$ cat config.mk
export PLATFORM = sky130hd
export DESIGN_NAME = alu_arbiter
export DESIGN_NICKNAME = d
export VERILOG_FILES = /design/src/rtl/alu_pkg.sv /design/src/rtl/rr_arbiter2.sv /design/src/rtl/alu_arbiter.sv
export SDC_FILE = /design/constraint.sdc
export NUM_CORES = 1
export LEC_CHECK = 0
export BUFFER_PORTS_ARGS = -buffer_cell sky130_fd_sc_hd__buf_2
export CAP_MARGIN = 20
export CORE_ASPECT_RATIO = 1.1
export CORE_MARGIN = 1.5
export CORE_UTILIZATION = 47
export CTS_CLUSTER_DIAMETER = 200
export DETAILED_ROUTE_END_ITERATION = 8
export PLACE_DENSITY = 0.8
export SETUP_SLACK_MARGIN = 0.1
export SYNTH_ARGS = -nofsm -noshare
export SYNTH_HDL_FRONTEND = slang
export SYNTH_SLANG_ARGS = --single-unit
$ cat constraint.sdc
create_clock -name input_CLK -period 2.2 [get_ports input_CLK]
set_clock_uncertainty 0.2 [all_clocks]
set_input_delay 0.22 -clock input_CLK [delete_from_list [all_inputs] [get_ports input_CLK]]
set_output_delay 0.22 -clock input_CLK [all_outputs]
set_load 0.01 [all_outputs]
$ cat src/rtl/alu_pkg.sv
// Shared definitions for the ALU arbiter: ALU opcodes and controller state encoding.
package alu_pkg;

  // ALU opcodes; 3'b111 is unassigned and the ALU returns zero for it.
  localparam logic [2:0] OpAdd = 3'b000;
  localparam logic [2:0] OpSub = 3'b001;
  localparam logic [2:0] OpShl = 3'b010;
  localparam logic [2:0] OpAsh = 3'b011;
  localparam logic [2:0] OpAnd = 3'b100;
  localparam logic [2:0] OpOr  = 3'b101;
  localparam logic [2:0] OpXor = 3'b110;

  // Exec counter width; EXEC_CYCLES is limited to 1..15.
  localparam int unsigned CntW = 4;

  typedef enum logic [1:0] {
    StIdle = 2'd0,
    StExec = 2'd1,
    StResp = 2'd2
  } arb_state_e;

endpackage

$ cat src/rtl/rr_arbiter2.sv
// Combinational two-way round-robin pick; the pointer register lives in the parent.
module rr_arbiter2 (
  input  logic [1:0] req,
  input  logic       ptr,
  output logic       any,
  output logic       winner
);

  // Both requesting -> pointer port wins; otherwise the single requester wins.
  always_comb begin
    any    = |req;
    winner = (&req) ? ptr : req[1];
  end

endmodule

$ cat src/rtl/alu_arbiter.sv
// Shares one combinational ALU between two requesters with round-robin grants,
// holds the ALU inputs for EXEC_CYCLES cycles and returns registered result/flags.
module alu_arbiter
  import alu_pkg::*;
#(
  parameter int unsigned WIDTH       = 16,
  parameter int unsigned OPW         = 3,
  parameter int unsigned EXEC_CYCLES = 1
) (
  input  logic             input_CLK,
  input  logic             input_Reset,
  input  logic             input_Req0,
  input  logic             input_Req1,
  input  logic [WIDTH-1:0] input_A0,
  input  logic [WIDTH-1:0] input_A1,
  input  logic [WIDTH-1:0] input_B0,
  input  logic [WIDTH-1:0] input_B1,
  input  logic [OPW-1:0]   input_ALUOp0,
  input  logic [OPW-1:0]   input_ALUOp1,
  output logic             output_Gnt0,
  output logic             output_Gnt1,
  output logic             output_Valid0,
  output logic             output_Valid1,
  output logic [WIDTH-1:0] output_Result,
  output logic             output_Zero,
  output logic             output_negative,
  output logic [WIDTH-1:0] output_ALU_A,
  output logic [WIDTH-1:0] output_ALU_B,
  output logic [OPW-1:0]   output_ALUOp,
  input  logic [WIDTH-1:0] input_ALU_Result,
  input  logic             input_ALU_Zero,
  input  logic             input_ALU_Negative
);

  localparam logic [CntW-1:0] LastCnt = CntW'(EXEC_CYCLES - 1);

  arb_state_e      state_q, state_d;
  logic [CntW-1:0] cnt_q;
  logic            ptr_q, owner_q;
  logic [WIDTH-1:0] a_q, b_q, result_q;
  logic [OPW-1:0]  op_q;
  logic            zero_q, neg_q;
  logic            gnt0_q, gnt1_q, valid0_q, valid1_q;
  logic            req_any, winner, exec_last;

  rr_arbiter2 u_rr (
    .req    ({input_Req1, input_Req0}),
    .ptr    (ptr_q),
    .any    (req_any),
    .winner (winner)
  );

  // State register.
  always_ff @(posedge input_CLK or posedge input_Reset) begin
    if (input_Reset) state_q <= StIdle;
    else             state_q <= state_d;
  end

  // Next-state: grant from idle, hold exec for EXEC_CYCLES, one response cycle.
  always_comb begin
    state_d = state_q;
    case (state_q)
      StIdle:  if (req_any) state_d = StExec;
      StExec:  if (exec_last) state_d = StResp;
      StResp:  state_d = StIdle;
      default: state_d = StIdle;
    endcase
  end

  // Outputs of the FSM: exec-done strobe and ALU drive, zero outside exec.
  always_comb begin
    exec_last    = (state_q == StExec) && (cnt_q == LastCnt);
    output_ALU_A = '0;
    output_ALU_B = '0;
    output_ALUOp = '0;
    if (state_q == StExec) begin
      output_ALU_A = a_q;
      output_ALU_B = b_q;
      output_ALUOp = op_q;
    end
  end

  // Datapath: operand latch, exec counter, result capture, pulses and pointer.
  always_ff @(posedge input_CLK or posedge input_Reset) begin
    if (input_Reset) begin
      cnt_q    <= '0;
      ptr_q    <= 1'b0;
      owner_q  <= 1'b0;
      a_q      <= '0;
      b_q      <= '0;
      op_q     <= '0;
      result_q <= '0;
      zero_q   <= 1'b0;
      neg_q    <= 1'b0;
      gnt0_q   <= 1'b0;
      gnt1_q   <= 1'b0;
      valid0_q <= 1'b0;
      valid1_q <= 1'b0;
    end else begin
      gnt0_q   <= 1'b0;
      gnt1_q   <= 1'b0;
      valid0_q <= 1'b0;
      valid1_q <= 1'b0;
      case (state_q)
        StIdle: begin
          if (req_any) begin
            owner_q <= winner;
            a_q     <= winner ? input_A1 : input_A0;
            b_q     <= winner ? input_B1 : input_B0;
            op_q    <= winner ? input_ALUOp1 : input_ALUOp0;
            gnt0_q  <= ~winner;
            gnt1_q  <= winner;
            cnt_q   <= '0;
          end
        end
        StExec: begin
          if (exec_last) begin
            result_q <= input_ALU_Result;
            zero_q   <= input_ALU_Zero;
            neg_q    <= input_ALU_Negative;
          end else begin
            cnt_q <= cnt_q + 1'b1;
          end
        end
        StResp: begin
          valid0_q <= ~owner_q;
          valid1_q <= owner_q;
          ptr_q    <= ~owner_q;
        end
        default: ;
      endcase
    end
  end

  assign output_Gnt0     = gnt0_q;
  assign output_Gnt1     = gnt1_q;
  assign output_Valid0   = valid0_q;
  assign output_Valid1   = valid1_q;
  assign output_Result   = result_q;
  assign output_Zero     = zero_q;
  assign output_negative = neg_q;

endmodule
==> impl_metrics.ini <==
[setup_path]
r2r_end = b_q[1]
worstPathMaxFanout = 21
critPathRequiredTime_ps = 1780
critPathLaunchType = flop
critical_path_arrival_ps = 1560
reg2reg_depth = 4
ff2ff_setup_slack_ps = 270
end_kind = output pin
worstReg2RegStart = state_q[1]
criticalPathCategory = reg -> out

[floorplanning]
start_util = 0.491
die_x_um = 82.6
core_mm2 = 0.00667
dieArea_mm2 = 0.00748
die_h_um = 90.6
io_pins = 149
rows = 31

[clock_network]
cts_setup_buffers = 0
cts.sinks = 65
cts_tree = built
clk_path_buf_depth = 2
clock-root-buffer = clkbuf_8
cts.htree.levels = 3
numCtsBuffers = 9
clock_latency_ps = 340
clk_pin_slew_worst_paths_ps = 80

[sta]
tightest_slew_ps = 621
rsz0062_at_grt = false
slew_headroom = 0.586
timing.setup.tns_ps = 0
hold_viol = 1
max_freq_ghz = 0.506
finalMaxSlewViolations = 0
setup_viol = 0
timing.hold.ws_ps = -1.77
fin_crit_sh = 0.898
min_period_ps = 1980

[grt]
grt_use_met1 = 0.368
grt_first_pass_wirelength_mm = 17.1
use_met3 = 0.0818
grt_usage = 0.303
grt_max_degree = 43
grt_use_met2 = 0.496
grt_pass1_vias = 3507
grt_busiest_layer = met2
overflow = 0
antenna_found_initial = 0

[drt]
finalWirelength_mm = 10.8
avgRoutedWirePerCell_um = 18.6
drcViolationCount = 0
dr_total_vias = 3327
drtIter0Drc = 183
drt_first_pass_iters = 4
viasPerCell = 5.72
postRouteAntennaNets = 0

[min_path]
min-delay-start = input_A1[12]
hp-class = in -> reg
hold_depth = 3
hold_end = a_q[12]

[final_layout]
n_antenna_cell = 0
mostFrequentLayoutCell = buf_2
layout_common_cells = buf_2, dfrtp_1, dlygate4sd3_1
nets = 590
fin_area_mm2 = 0.00485
fillers = 468
syn_to_final_growth_pct = 48.0
drive_above_1_share = 0.400

[synth]
syn_nets = 387
ys_seq_area_frac = 0.497
ys_ff_latch = 65
ys_warn_count = 0
ys_types = 33
syn_inst = 293
synth_area_mm2 = 0.00328
syn_area_per_cell_um2 = 11.2

[placed_design]
dpl.hpwl_mm = 6.16
gp_congestion = 0.780
place_area_mm2 = 0.00405
port_buffers = 148

[status]
violations = negative hold slack
status = complete, but fails checks

[flow_run]
max_cap_viol_count = 0

[power]
leakage_nw = 2.31
vdd_drop_max_uv = 752
total_power_mw = 5.86
powerDensity_mw_per_mm2 = 1210
## kinds of logic after synthesis
group / after synthesis / share of synthesized area
multiplexers: 21 / 0.0710
buffers and inverters: 40 / 0.0634
flip-flops: 65 / 0.497
AND/OR/NAND/NOR: 51 / 0.103
AO/OA/AOI/OAI: 114 / 0.258
adder cells (fa/ha/maj): 2 / 0.00764
## where the power goes
part	internal [mW]	switching, mW	total, mW
sequential	1.76	0.313	2.07
clock	0.426	0.463	0.888
combinational	1.44	1.46	2.90
total	3.62	2.24	5.86
## how the worst max path moves through the flow
stage / start / cells after the start / slack, ps / end
after detailed placement: cnt_q[0] / 5 / 330 / output_Result[2]
after CTS: state_q[1] / 4 / 240 / output_ALUOp[0]
final: state_q[1] / 4 / 220 / output_ALUOp[0]
after floorplan: input_Reset / 1 / 150 / a_q[0]
after global placement: cnt_q[0] / 5 / 370 / output_Zero
after global routing: state_q[1] / 4 / 160 / output_ALUOp[0]
## layer usage
layer / vias to the layer above / wire (µm)
li1: 1505 / -
met1: 1567 / 4130
met2: 220 / 5360
met3: 35 / 984
met4: 0 / 342
met5: - / 0
## flip-flops by register name, summed over array words and instances, names as in the netlist
name and count:
a_q 16, b_q 16, cnt_q 4, op_q 3, output_Gnt0 1, output_Gnt1 1
output_Result 16, output_Valid0 1, output_Valid1 1, output_Zero 1, output_negative 1, owner_q 1
ptr_q 1, state_q 2
## critical path, cell delays in order, from the launching register on
cell and delay [ps]:
dfrtp_1 380, and2b_1 250, buf_4 250, and2_1 190, buf_2 140
## metrics by stage
stage	std cells	setup slack, ps	util
after floorplan	293	154	-
after global placement	503	374	0.607
after detailed placement	503	326	0.607
after CTS	582	239	0.727
after global routing	582	158	0.727
final	582	224	0.727
## cells in the mapped netlist
cell type	instances	area share
a311oi_1	35	0.094
mux2_2	18	0.062
nor2_1	2	0.0023
inv_2	1	0.0011
a21boi_0	1	0.0023
clkbuf_1	17	0.019
nor3_1	1	0.0015
and2b_1	1	0.0023
a21o_1	2	0.0046
mux2i_1	3	0.0092
buf_2	7	0.011
nand2b_1	2	0.0038
nand4_1	1	0.0019
nor2_4	1	0.0034
nor3b_2	1	0.0038
nor2_8	1	0.0061
a21oi_1	2	0.0031
buf_4	3	0.0069
o21ai_1	7	0.011
or2_1	1	0.0019
inv_1	7	0.0080
nor2b_1	1	0.0019
nand2_1	1	0.0011
a2bb2oi_1	35	0.094
nand2_2	1	0.0019
a32o_1	1	0.0031
or2_2	1	0.0019
and2_1	35	0.067
o21ai_0	31	0.047
ha_1	2	0.0076
or2b_1	1	0.0023
dfrtp_1	65	0.50
buf_6	5	0.017
## area by class of cell
class,instances,area [µm²],area share
Sequential cell,65,1630,0.335
Timing Repair Buffer,224,1480,0.306
Multi-Input combinational cell,188,1440,0.298
Clock buffer,11,141,0.0292
Tap cell,82,103,0.0212
Inverter,8,30.0,0.00619
Clock inverter,4,20.0,0.00413
## repair_timing
| action | 4_1_cts | 5_1_grt |
|---|---|---|
| endpoints found under the hold margin | 75 | 0 |
| endpoints found under the setup margin | 0 | 0 |
| hold buffers | 64 | 0 |
| resized for setup | 0 | 0 |
No activity file was read; power rests on OpenSTA's default activity.
